--- src/rtl/inst_fetcher_if.sv ---
// Instruction-memory port of the fetch unit: request (valid/ready/addr)
// and in-order response (valid/data). master = fetcher, slave = memory.
interface inst_fetcher_if;
  logic        imem_req_valid;
  logic        imem_req_ready;
  logic [31:0] imem_req_addr;
  logic        imem_resp_valid;
  logic [31:0] imem_resp_data;

  modport master (
    output imem_req_valid,
    output imem_req_addr,
    input  imem_req_ready,
    input  imem_resp_valid,
    input  imem_resp_data
  );

  modport slave (
    input  imem_req_valid,
    input  imem_req_addr,
    output imem_req_ready,
    output imem_resp_valid,
    output imem_resp_data
  );
endinterface

--- src/rtl/inst_fetcher.sv ---
// Fetch front end: PC, credit-limited imem requests, response FIFO to decoder.
// Ports: clk, rst, imem (master), inst_valid/ready/inst/inst_pc, redirect/_pc.
module inst_fetcher #(
  parameter logic [31:0] RESET_PC = 32'h0000_0000,
  parameter int          DEPTH    = 2
) (
  input  logic           clk,
  input  logic           rst,
  inst_fetcher_if.master imem,
  output logic           inst_valid,
  input  logic           inst_ready,
  output logic [31:0]    inst,
  output logic [31:0]    inst_pc,
  input  logic           redirect,
  input  logic [31:0]    redirect_pc
);
  localparam int AW = $clog2(DEPTH);
  localparam int CW = AW + 1;

  typedef logic [CW-1:0] cnt_t;
  typedef logic [AW-1:0] ptr_t;

  localparam cnt_t DEPTH_C = cnt_t'(DEPTH);

  logic [31:0] pc;
  cnt_t        inflight;
  cnt_t        discard;
  cnt_t        fifo_cnt;
  ptr_t        tag_wr;
  ptr_t        tag_rd;
  ptr_t        fifo_wr;
  ptr_t        fifo_rd;

  logic [31:0] tag_q     [DEPTH];
  logic [31:0] fifo_data [DEPTH];
  logic [31:0] fifo_pc   [DEPTH];

  logic [CW:0] credit_used;
  logic        req_fire;
  logic        resp_fire;
  logic        resp_drop;
  logic        push;
  logic        pop;

  // FIFO occupancy counts toward credits even if it pops this cycle.
  assign credit_used = {1'b0, inflight} + {1'b0, fifo_cnt};

  assign imem.imem_req_valid = !rst && !redirect &&
                               (credit_used < {1'b0, DEPTH_C});
  assign imem.imem_req_addr  = pc & ~32'd3;

  assign req_fire  = imem.imem_req_valid && imem.imem_req_ready;
  assign resp_fire = imem.imem_resp_valid;
  // A response landing with a redirect belongs to the old stream.
  assign resp_drop = resp_fire && (redirect || discard != '0);
  assign push      = resp_fire && !resp_drop;
  assign pop       = inst_valid && inst_ready;

  assign inst_valid = (fifo_cnt != '0);
  assign inst       = inst_valid ? fifo_data[fifo_rd] : 32'd0;
  assign inst_pc    = inst_valid ? fifo_pc[fifo_rd]   : 32'd0;

  always_ff @(posedge clk) begin
    if (req_fire) begin
      tag_q[tag_wr] <= imem.imem_req_addr;
    end
    if (push) begin
      fifo_data[fifo_wr] <= imem.imem_resp_data;
      fifo_pc[fifo_wr]   <= tag_q[tag_rd];
    end
  end

  always_ff @(posedge clk or posedge rst) begin
    if (rst) begin
      pc       <= RESET_PC;
      inflight <= '0;
      discard  <= '0;
      fifo_cnt <= '0;
      tag_wr   <= '0;
      tag_rd   <= '0;
      fifo_wr  <= '0;
      fifo_rd  <= '0;
    end else begin
      if (req_fire) begin
        tag_wr <= tag_wr + ptr_t'(1);
      end
      if (resp_fire) begin
        tag_rd <= tag_rd + ptr_t'(1);
      end
      if (redirect) begin
        pc       <= redirect_pc & ~32'd3;
        inflight <= inflight - cnt_t'(resp_fire);
        discard  <= inflight - cnt_t'(resp_fire);
        fifo_cnt <= '0;
        fifo_rd  <= fifo_wr;
      end else begin
        if (req_fire) begin
          pc <= pc + 32'd4;
        end
        inflight <= inflight + cnt_t'(req_fire)
                             - cnt_t'(resp_fire);
        if (resp_drop) begin
          discard <= discard - cnt_t'(1);
        end
        if (push) begin
          fifo_wr <= fifo_wr + ptr_t'(1);
        end
        if (pop) begin
          fifo_rd <= fifo_rd + ptr_t'(1);
        end
        fifo_cnt <= fifo_cnt + cnt_t'(push) - cnt_t'(pop);
      end
    end
  end

  // Memory must never answer a request that was not issued.
  a_resp_has_req: assert property (
    @(posedge clk) disable iff (rst)
    imem.imem_resp_valid |-> (inflight != '0)
  );
endmodule

--- src/flat_wrapper.sv ---
// flat-port wrapper written by rule: the top's interface ports become plain ports
module inst_fetcher_flat 
#(
  parameter logic [31:0] RESET_PC = 32'h0000_0000,
  parameter int          DEPTH    = 2
)
  (clk, rst, inst_valid, inst_ready, inst, inst_pc, redirect, redirect_pc, imem_imem_req_valid, imem_imem_req_addr, imem_imem_req_ready, imem_imem_resp_valid, imem_imem_resp_data);
  inst_fetcher_if imem_i ();
  input  logic clk;
  input  logic rst;
  output logic inst_valid;
  input  logic inst_ready;
  output logic [31:0] inst;
  output logic [31:0] inst_pc;
  input  logic redirect;
  input  logic [31:0] redirect_pc;
  output wire logic [$bits(imem_i.imem_req_valid)-1:0] imem_imem_req_valid;
  output wire logic [$bits(imem_i.imem_req_addr)-1:0] imem_imem_req_addr;
  input wire logic [$bits(imem_i.imem_req_ready)-1:0] imem_imem_req_ready;
  input wire logic [$bits(imem_i.imem_resp_valid)-1:0] imem_imem_resp_valid;
  input wire logic [$bits(imem_i.imem_resp_data)-1:0] imem_imem_resp_data;
  assign imem_imem_req_valid = imem_i.imem_req_valid;
  assign imem_imem_req_addr = imem_i.imem_req_addr;
  assign imem_i.imem_req_ready = imem_imem_req_ready;
  assign imem_i.imem_resp_valid = imem_imem_resp_valid;
  assign imem_i.imem_resp_data = imem_imem_resp_data;
  inst_fetcher #(.RESET_PC(RESET_PC), .DEPTH(DEPTH)) u_core (.clk(clk), .rst(rst), .imem(imem_i), .inst_valid(inst_valid), .inst_ready(inst_ready), .inst(inst), .inst_pc(inst_pc), .redirect(redirect), .redirect_pc(redirect_pc));
endmodule
--- config.mk ---
export PLATFORM = sky130hd
export DESIGN_NAME = inst_fetcher_flat
export DESIGN_NICKNAME = d
export VERILOG_FILES = /design/src/rtl/inst_fetcher_if.sv /design/src/rtl/inst_fetcher.sv /design/src/flat_wrapper.sv
export SDC_FILE = /design/constraint.sdc
export NUM_CORES = 1
export LEC_CHECK = 0
export CORE_ASPECT_RATIO = 0.7
export CORE_MARGIN = 2
export CORE_UTILIZATION = 45
export DETAILED_ROUTE_END_ITERATION = 8
export GPL_ROUTABILITY_DRIVEN = 0
export PLACE_DENSITY = 0.81
export SYNTH_ARGS = -nofsm -noshare
export SYNTH_HDL_FRONTEND = slang
export SYNTH_SLANG_ARGS = --single-unit
export TNS_END_PERCENT = 20
--- constraint.sdc ---
create_clock -name clk -period 5.2 [get_ports clk]
set_input_delay 0.52 -clock clk [delete_from_list [all_inputs] [get_ports clk]]
set_output_delay 0.52 -clock clk [all_outputs]
set_load 0.05 [all_outputs]
Word-level counts from Yosys, hierarchy flattened
Memories as Yosys holds them, arrays and structs flattened.
Cells that the tools add are included.
{"block": "totals", "regBits": 42, "mem_bits_rw": 188, "output_inout_bits": 98, "n_memories": 3}
{"block": "classes", "addsub": 12, "magnitude_cmp": 1, "n_mux": 14, "bitwise_logic": 1, "reduce_logical": 16}
{"name": "u_core.fifo_data", "depth": 2, "word_bits": 32, "rd": 1, "rd_ports_with_merged_regs": 0, "write_ports": 1, "line_no": "inst_fetcher.sv:35", "source": "logic [31:0] fifo_data [DEPTH];"}
{"name": "u_core.fifo_pc", "depth": 2, "word_bits": 32, "rd": 1, "rd_ports_with_merged_regs": 0, "write_ports": 1, "line_no": "inst_fetcher.sv:36", "source": "logic [31:0] fifo_pc [DEPTH];"}
{"name": "u_core.tag_q", "depth": 2, "word_bits": 30, "rd": 1, "rd_ports_with_merged_regs": 0, "write_ports": 1, "line_no": "inst_fetcher.sv:34", "source": "logic [31:0] tag_q [DEPTH];"}
{"op": "$mux 32", "n": 4}
{"op": "$add 32x3->32 const B", "n": 1}
{"op": "$reduce_bool 2->1", "n": 5}
{"op": "$mux 2", "n": 4}
{"op": "$logic_and 1x1->1", "n": 6}
{"op": "$mux 1", "n": 6}
{"op": "$sub 2x1->2", "n": 3}
{"op": "$add 1x1->1 const B", "n": 4}
{"op": "$add 2x1->2", "n": 2}
{"op": "$add 2x2->3", "n": 1}
{"op": "$logic_not 1->1", "n": 3}
{"op": "$lt 3x2->1 const B", "n": 1}
{"op": "$reduce_and 2->1", "n": 1}
{"op": "$sub 2x1->2 const B", "n": 1}
{"op": "$logic_or 1x1->1", "n": 1}
{"op": "$not 1->1", "n": 1}

Depth between registers and ports, before layout
Gate-level depths: netlist (run 1).
{"block": "logic_depth", "depth_word": 8, "depth_mapped": 10}

Worst setup path before layout (run 1)
Ideal clock, no wire load.
{"block": "synth_path", "kind": "input port to flip-flop", "from": "in redirect", "to": "mem u_core.fifo_data[0][0] (enable)", "setup_ns": 0.482, "t_arrival_ns": 3.540, "t_required_ns": 4.718, "slack_ns": 1.178, "stages": 4, "n_path_buf": 1, "path_cell_list": "clkbuf_1 > inv_1 > nand3_1 > nor2_1"}
{"block": "synth_between", "elab_chain_len": 6}
{"item": "from (decl)", "line_no": "flat_wrapper.sv:15", "source": "input logic redirect;"}
{"item": "$logic_or 1x1->1", "line_no": "inst_fetcher.sv:55", "source": "assign resp_drop = resp_fire && (redirect || discard != '0);"}
{"item": "$logic_and 1x1->1", "line_no": "inst_fetcher.sv:55"}
{"item": "$logic_not 1->1", "line_no": "inst_fetcher.sv:56", "source": "assign push = resp_fire && !resp_drop;"}
{"item": "$logic_and 1x1->1", "line_no": "inst_fetcher.sv:56"}
{"item": "$mux 1", "line_no": "inst_fetcher.sv:67", "source": "if (push) begin"}
{"item": "$mux 1 (not written as such)", "line_no": "inst_fetcher.sv:68", "source": "fifo_data[fifo_wr] <= imem.imem_resp_data;"}
{"item": "to (decl)", "line_no": "inst_fetcher.sv:35"}
Every way passes these cells.

Worst setup path after layout (run 1)
{"block": "layout_path", "from": "reg u_core.fifo_cnt[0]", "to": "out imem_imem_req_valid"}
{"block": "layout_between", "elab_chain_len": 3}
{"item": "from (decl)", "line_no": "inst_fetcher.sv:28", "source": "cnt_t fifo_cnt;"}
{"item": "from (signal assigned)", "line_no": "inst_fetcher.sv:111", "source": "fifo_cnt <= fifo_cnt + cnt_t'(push) - cnt_t'(pop);"}
{"item": "$add 2x2->3", "line_no": "inst_fetcher.sv:46", "source": "assign credit_used = {1'b0, inflight} + {1'b0, fifo_cnt};"}
{"item": "$lt 3x2->1", "line_no": "inst_fetcher.sv:49", "source": "(credit_used < {1'b0, DEPTH_C});"}
{"item": "$logic_and 1x1->1", "line_no": "inst_fetcher.sv:48", "source": "assign imem.imem_req_valid = !rst && !redirect &&"}
{"item": "to (decl)", "line_no": "flat_wrapper.sv:17", "source": "output wire logic [$bits(imem_i.imem_req_valid)-1:0] imem_imem_req_valid;"}
Every way passes these cells.

==> flow_summary_export.csv, run 1 <==
group,metric,value,unit
run_status,status,"completed",
synthesis,netlist.top_cell.by_area,"sky130_fd_sc_hd__edfxtp_1",
synthesis,synthesis.instances,633,
pwr,cell_internal_pwr,3.92,mW
synthesis,dominantRegCellSynth,"sky130_fd_sc_hd__edfxtp_1",
die,horizontal_die_dimension,175,um
synthesis,syn-mean-instance-area,14.6,sq um
die,floorplan.die_area,21700,sq um
synthesis,number_of_enable_type_register_cells_in_the_synthesized_netlist,184,
cells_and_area,post_route_cells_drive_above_1_share,10.3,%
clock_network,cts_htree_levels,1,
route,post_drt_wl_per_cell,19.0,um
min_path,hold_path.class,"flip-flop to flip-flop",
synthesis,yosys_warnings,0,
setup_path,timing.critical_path.buf_inv,3,
die,rows,43,
clock_network,clkTransAtPathRegs,0.06,ns
synthesis,netlist_area,9240,sq um
timing,final_worst_path_cycle_share,73.3,%
pwr,total_switching_power,2.12,mW
global_routing,grt_antenna_before_repair,0,
pwr,post_layout_power,6.04,mW
clock_network,postCtsSetupBuffers,0,
global_routing,pin_count_of_the_biggest_net_entering_global_routing,64,
timing,timing_max_transition_violations_final,0,
route,drt_pre_antenna_iters,5,
global_routing,grt_first_pass_wirelength,32100,um
clock_network,inserted_clock_buffers,22,
route,num_vias,5998,
synthesis,seq_area_frac_synth,70.6,%
cells_and_area,n_antenna_cell,0,
synthesis,ys_seq_elements,224,
pwr,netSwitchingFraction,35.1,%
synthesis,synthDistinctLibCells,48,
setup_path,worst-endpoint-arrival,3.29,ns
setup_path,worst_setup_slack_for_register_to_register_paths,1.62,ns
die,start_util,46.3,%
route,antenna_violating_nets_post_route,0,
die,chipHeight,124,um
synthesis,commonest_cells_in_the_synthesized_netlist,"184 x sky130_fd_sc_hd__edfxtp_1, 78 x sky130_fd_sc_hd__nor2_1, 65 x sky130_fd_sc_hd__mux2i_1",
synthesis,netlist_top_cells_area,"sky130_fd_sc_hd__edfxtp_1 60%, sky130_fd_sc_hd__dfrtp_1 11%, sky130_fd_sc_hd__mux2i_1 7.0%",
global_routing,grt_overflow,0,
pwr,p_leak,4.19,nW
timing,fin_hold_ws,0.514,ns
clock_network,cts_tree,"built",
placement,numPortBuffers,161,
placement,place.detailed.hpwl,13100,um
timing,setup_repair_after_global_routing_missed_its_margin,"false",
pwr,vdd_drop_max,0.000238,V
route,post_drt_via_cell_ratio,5.56,
clock_network,clk_path_buf_depth,3,
global_routing,first_global_vias,5959,
pwr,pwr-share-comb,32.5,%
clock_network,cts_resized,0,
timing,worst_clock_skew,0.0177,ns
clock_network,cts.sinks,224,
timing,max_clock_freq,262,MHz
timing,finalSetupViolCount,0,
global_routing,global_route.usage.total,19.0,%
route,post_detailed_route_drc_marker_count,0,
setup_path,start_kind,"flip-flop",
setup_path,critPathCaptureType,"output port",
clock_network,clock_insertion_delay_worst_skew,0.50,ns
cells_and_area,area_growth_syn_to_layout,28.5,%
synthesis,yosysTopAreaCellShare,59.8,%
setup_path,cp_slowest_stage_delay,0.83,ns
cells_and_area,final_nets,869,
route,dr.first_iter.drc_count,471,
setup_path,worst_path_cell_chain,"inv_1, nor2_1, fa_1, or4_1, inv_2, clkdlybuf4s50_1",
clock_network,cts.hold.buffers_added,0,
setup_path,timing.critical_path.max_delay_family,"buffers and inverters",
pwr,p_clk_share,26.7,%
synthesis,yosysMostFrequentCell,"sky130_fd_sc_hd__edfxtp_1",
pwr,seqPwrFrac,40.9,%
timing,worst-slew-pin-transition,1.16,ns
timing,setup_total_negative_slack,0,ns
timing,finalHoldViolCount,0,
setup_path,cp.required,4.68,ns
die,io_pins,168,
synthesis,synthArstFlopShare,17.9,%
setup_path,critPathSlowestCell,"sky130_fd_sc_hd__clkdlybuf4s50_1",
route,wl,20500,um
job,drv.max_cap_violation_count,0,
pwr,power_per_cell_area,509,nW/um^2
clock_network,clock_tree.root_cell,"sky130_fd_sc_hd__clkbuf_16",
timing,final.min_clock_period,3.81,ns
setup_path,crit_path_class,"flip-flop to output port",
die,coreArea,20000,sq um
timing,maxSlewHeadroom,23.0,%
setup_path,timing.critical_path.fanout_max,9,
## metrics by stage
step	cell area [sq um]	worst slack (ns)	instances	util, %
after floorplan	9250	1.18	636	-
after global placement	11100	1.53	1039	55.8
after detailed placement	11100	1.45	1039	55.8
after CTS	11900	1.38	1079	59.5
after global routing	11900	1.26	1079	59.5
final	11900	1.39	1079	59.5
## kinds of logic (layout without fill, tap and decap cells)
group           Yosys count  count (layout)  synth area share (%)
fa+ha+maj                 6               6                 0.894
compound gates           63              63                  5.16
simple gates            185             185                  9.44
flops                   224             224                  70.6
mux                      95              95                  10.7
other cells               1               4                0.0406
xor+xnor                 10              10                 0.948
buf+inv                  49             222                  2.18
## power by group through the flow
stage | Sequential (mW) | Combinational [mW] | Clock, mW
floorplan | 2.46 | 1.34 | 0
global placement | 2.49 | 1.94 | 0
detailed placement | 2.51 | 1.97 | 0
CTS | 2.47 | 1.98 | 1.64
global route | 2.50 | 2.08 | 1.71
finish | 2.47 | 1.96 | 1.61
## path summary, 6_finish.rpt
check,startpoint,to,cells after the start
max,u_core.fifo_cnt[0],imem_imem_req_valid,6
min,u_core.tag_wr,u_core.tag_wr,1
max reg2reg,u_core.fifo_cnt[0],u_core.tag_q[0][8],8
min reg2reg,u_core.tag_wr,u_core.tag_wr,1
max in group asynchronous,rst,u_core.fifo_rd,3
min in group asynchronous,rst,u_core.pc[3],3
## layout by cell type (no fill, tap or decap), drive strengths merged, types with 9 or more instances in the layout
cell           netlist  layout
clkbuf              22      30
clkdlybuf4s50        0     161
dfrtp               40      40
edfxtp             184     184
inv                 13      13
mux2                30      30
mux2i               65      65
nand2               26      26
nand3               23      23
nand4               14      14
nor2                78      78
nor3                12      12
o21ai               14      14
o311ai              13      13
or4                  9       9
## layer usage
layer  track usage [%]  wire [um]
met1              25.8       8960
met2              31.6       9500
met3              3.91       1620
met4              5.05        451
met5                 0          0
## final cells by class
class                      count  area [sq um]
timing repair buffer         169          1670
sequential                   224          6530
clock buffer                  30           612
tap                          270           338
clock inverter                10           128
fill                        1515          8090
inverter                      13          48.8
multi-input combinational    363          2540
## worst reg2reg max path, stage by stage (launching register included)
cell and delay, ns:
sky130_fd_sc_hd__dfrtp_1 0.40, sky130_fd_sc_hd__inv_1 0.08, sky130_fd_sc_hd__nor2_1 0.13, sky130_fd_sc_hd__fa_1 0.41, sky130_fd_sc_hd__or4_1 0.74, sky130_fd_sc_hd__inv_2 0.22
sky130_fd_sc_hd__nand2_1 0.56, sky130_fd_sc_hd__nor2_2 0.24, sky130_fd_sc_hd__buf_4 0.43
## registers in the layout, summed over array words and instances, names as in the netlist
register	flops
u_core.discard	2
u_core.fifo_cnt	2
u_core.fifo_data	64
u_core.fifo_pc	60
u_core.fifo_rd	1
u_core.fifo_wr	1
u_core.inflight	2
u_core.pc	30
u_core.tag_q	60
u_core.tag_rd	1
u_core.tag_wr	1
No activity file was read; power rests on OpenSTA's default activity.
==> inputs of run 2 (changes only) <==
==> constraint.sdc (replaced) <==
create_clock -name clk -period 3.6 [get_ports clk]
set_input_delay 0.36 -clock clk [delete_from_list [all_inputs] [get_ports clk]]
set_output_delay 0.36 -clock clk [all_outputs]
set_load 0.05 [all_outputs]
==> flow_summary_export.csv, run 2 (synthesis results as in run 1) <==
group,metric,value,unit
timing,final.min_clock_period,3.14,ns
setup_path,worst_setup_slack_for_register_to_register_paths,0.46,ns
pwr,pwr-share-comb,33.5,%
route,drt_pre_antenna_iters,7,
run_status,status,"completed",
die,floorplan.die_area,21700,sq um
timing,final_critical_path_setup_slack,0.459,ns
clock_network,clk_path_buf_depth,3,
cells_and_area,fillers,1503,
placement,place_inst,1048,
pwr,total_switching_power,3.13,mW
clock_network,cts_resized,0,
setup_path,critPathSlowestCell,"sky130_fd_sc_hd__or4_1",
cells_and_area,post_route_cells_drive_above_1_share,11.3,%
timing,finalSetupViolCount,0,
setup_path,timing.critical_path.fanout_max,21,
pwr,p_clk_share,26.9,%
clock_network,clock_insertion_delay_worst_skew,0.51,ns
setup_path,cp.required,3.80,ns
global_routing,grt_antenna_before_repair,0,
clock_network,postCtsSetupBuffers,0,
timing,worst_clock_skew,0.0290,ns
pwr,p_leak,4.26,nW
setup_path,crit_path_class,"flip-flop to flip-flop",
clock_network,clock_tree.root_cell,"sky130_fd_sc_hd__clkbuf_16",
pwr,vdd_drop_max,0.000428,V
clock_network,cts_htree_levels,1,
placement,place.detailed.hpwl,13700,um
die,horizontal_die_dimension,175,um
setup_path,worst_setup_path_startpoint,"u_core.fifo_cnt[0]",
timing,timing_max_transition_violations_final,0,
setup_path,worst-endpoint-arrival,3.34,ns
global_routing,pin_count_of_the_biggest_net_entering_global_routing,43,
route,post_drt_wl_per_cell,19.4,um
clock_network,cts.sinks,224,
cells_and_area,n_antenna_cell,0,
setup_path,setup.worst_path.end,"u_core.tag_q[1][0]",
setup_path,worst_path_cell_chain,"inv_1, nor2_1, fa_1, or4_1, inv_2, and3_1, buf_12",
pwr,seqPwrFrac,39.5,%
job,drv.max_cap_violation_count,0,
cells_and_area,layout_top_registers,"u_core.fifo_data (64), u_core.fifo_pc (60), u_core.tag_q (60)",
cells_and_area,area_growth_syn_to_layout,29.9,%
setup_path,worst_reg2reg_path_startpoint,"u_core.fifo_cnt[0]",
global_routing,global_route.usage.total,19.3,%
cells_and_area,leading_cell_type_in_the_layout_fill_and_taps_excluded,"sky130_fd_sc_hd__edfxtp_1",
setup_path,cp_slowest_stage_delay,0.72,ns
timing,maxSlewHeadroom,22.0,%
die,io_pins,168,
cells_and_area,postLayoutCoreUtil,60.1,%
timing,finalHoldViolCount,0,
die,chipHeight,124,um
route,antenna_violating_nets_post_route,0,
placement,dpl-instance-area,11200,sq um
setup_path,timing.rr.end,"u_core.tag_q[1][0]",
pwr,netSwitchingFraction,35.4,%
clock_network,clkTransAtPathRegs,0.07,ns
global_routing,grt_overflow,0,
die,rows,43,
cells_and_area,max_flop_register,"u_core.fifo_data",
setup_path,start_kind,"flip-flop",
setup_path,timing.reg2reg.worst_path_depth,7,
timing,max_clock_freq,318,MHz
placement,place_worst_setup_slack,0.480,ns
die,start_util,46.3,%
die,coreArea,20000,sq um
cells_and_area,postLayoutCellArea,12000,sq um
pwr,cell_internal_pwr,5.71,mW
pwr,power_per_cell_area,737,nW/um^2
cells_and_area,largest_reg_flops,64,
clock_network,cts.hold.buffers_added,0,
cells_and_area,final_nets,879,
global_routing,grt_first_pass_wirelength,32400,um
route,num_vias,6042,
min_path,hold_path.class,"input pin to asynchronous set/reset pin",
cells_and_area,most-common-layout-cells,"184 x sky130_fd_sc_hd__edfxtp_1, 160 x sky130_fd_sc_hd__clkdlybuf4s50_1, 75 x sky130_fd_sc_hd__nor2_1",
route,dr.first_iter.drc_count,438,
cells_and_area,footprint_of_the_multi_input_gates,2540,sq um
route,post_detailed_route_drc_marker_count,0,
cells_and_area,final-seq-area,6530,sq um
timing,setup_total_negative_slack,0,ns
route,post_drt_via_cell_ratio,5.54,
setup_path,critPathCaptureType,"flip-flop",
timing,final_worst_path_cycle_share,87.2,%
timing,worst-slew-pin-transition,1.17,ns
global_routing,first_global_vias,5934,
cells_and_area,finish.cell_count_without_fillers,1090,
timing,setup_repair_after_global_routing_missed_its_margin,"false",
route,wl,21100,um
placement,numPortBuffers,161,
clock_network,cts_tree,"built",
clock_network,inserted_clock_buffers,23,
==> run 2: changes by cell type in the layout (fill, tap and decap cells not counted) <==
cell	previous run	this run
sky130_fd_sc_hd__buf_4	8	14
sky130_fd_sc_hd__clkbuf_1	6	9
sky130_fd_sc_hd__buf_12	0	4
sky130_fd_sc_hd__clkinv_4	0	1
sky130_fd_sc_hd__inv_6	0	2
sky130_fd_sc_hd__clkdlybuf4s50_1	161	160
sky130_fd_sc_hd__clkinv_1	2	1
sky130_fd_sc_hd__clkinvlp_4	2	1
sky130_fd_sc_hd__clkinv_2	3	1
==> run 2: critical path, delay by kind of cell, from the launching register on <==
family / cells / cell delay [ns]
AND/OR/NAND/NOR: 3 / 1.42
buffers and inverters: 3 / 0.56
adder cells (fa/ha/maj): 1 / 0.45
flip-flops: 1 / 0.39
==> run 2: area by class of cell <==
type / count / share of cell area, %
multi-input cells: 363 / 21.2
clock inverters: 9 / 1.11
well taps: 270 / 2.82
flip-flops and latches: 224 / 54.4
clock buffers: 33 / 5.19
repair buffers: 178 / 14.9
inverters: 13 / 0.407
==> run 2: power by group through the flow <==
stage          Combinational [mW]  Sequential (mW)  Clock (mW)
2_1_floorplan                1.94             3.55           0
3_3_place_gp                 2.94             3.52           0
3_5_place_dp                 2.98             3.55           0
4_1_cts                      2.99             3.50        2.42
5_1_grt                      3.15             3.53        2.53
6_report                     2.97             3.49        2.38
==> run 2: how the worst min path moves through the flow <==
stage | from | end | slack [ns]
2_1_floorplan | imem_imem_resp_valid | u_core.tag_rd | 0.45
6_report | rst | u_core.tag_wr | 0.28
4_1_cts | rst | u_core.tag_wr | 0.27
3_5_place_dp | u_core.tag_wr | u_core.tag_wr | 0.54
3_3_place_gp | u_core.tag_wr | u_core.tag_wr | 0.49
5_1_grt | rst | u_core.tag_wr | 0.32
==> run 2: per-stage QoR <==
step           power, mW  hold WS [ns]
6_report            8.84         0.283
4_1_cts             8.91         0.270
3_5_place_dp        6.52         0.540
5_1_grt             9.20         0.322
2_1_floorplan       5.49         0.447
3_3_place_gp        6.46         0.494
==> run 2: routing by layer <==
layer	vias to the layer above	share of wire, %	GRT usage [%]
met5	-	0	0
met2	306	46	31.4
met4	0	2.2	5.16
met3	46	8.6	3.79
li1	2739	-	-
met1	2951	43	27.0
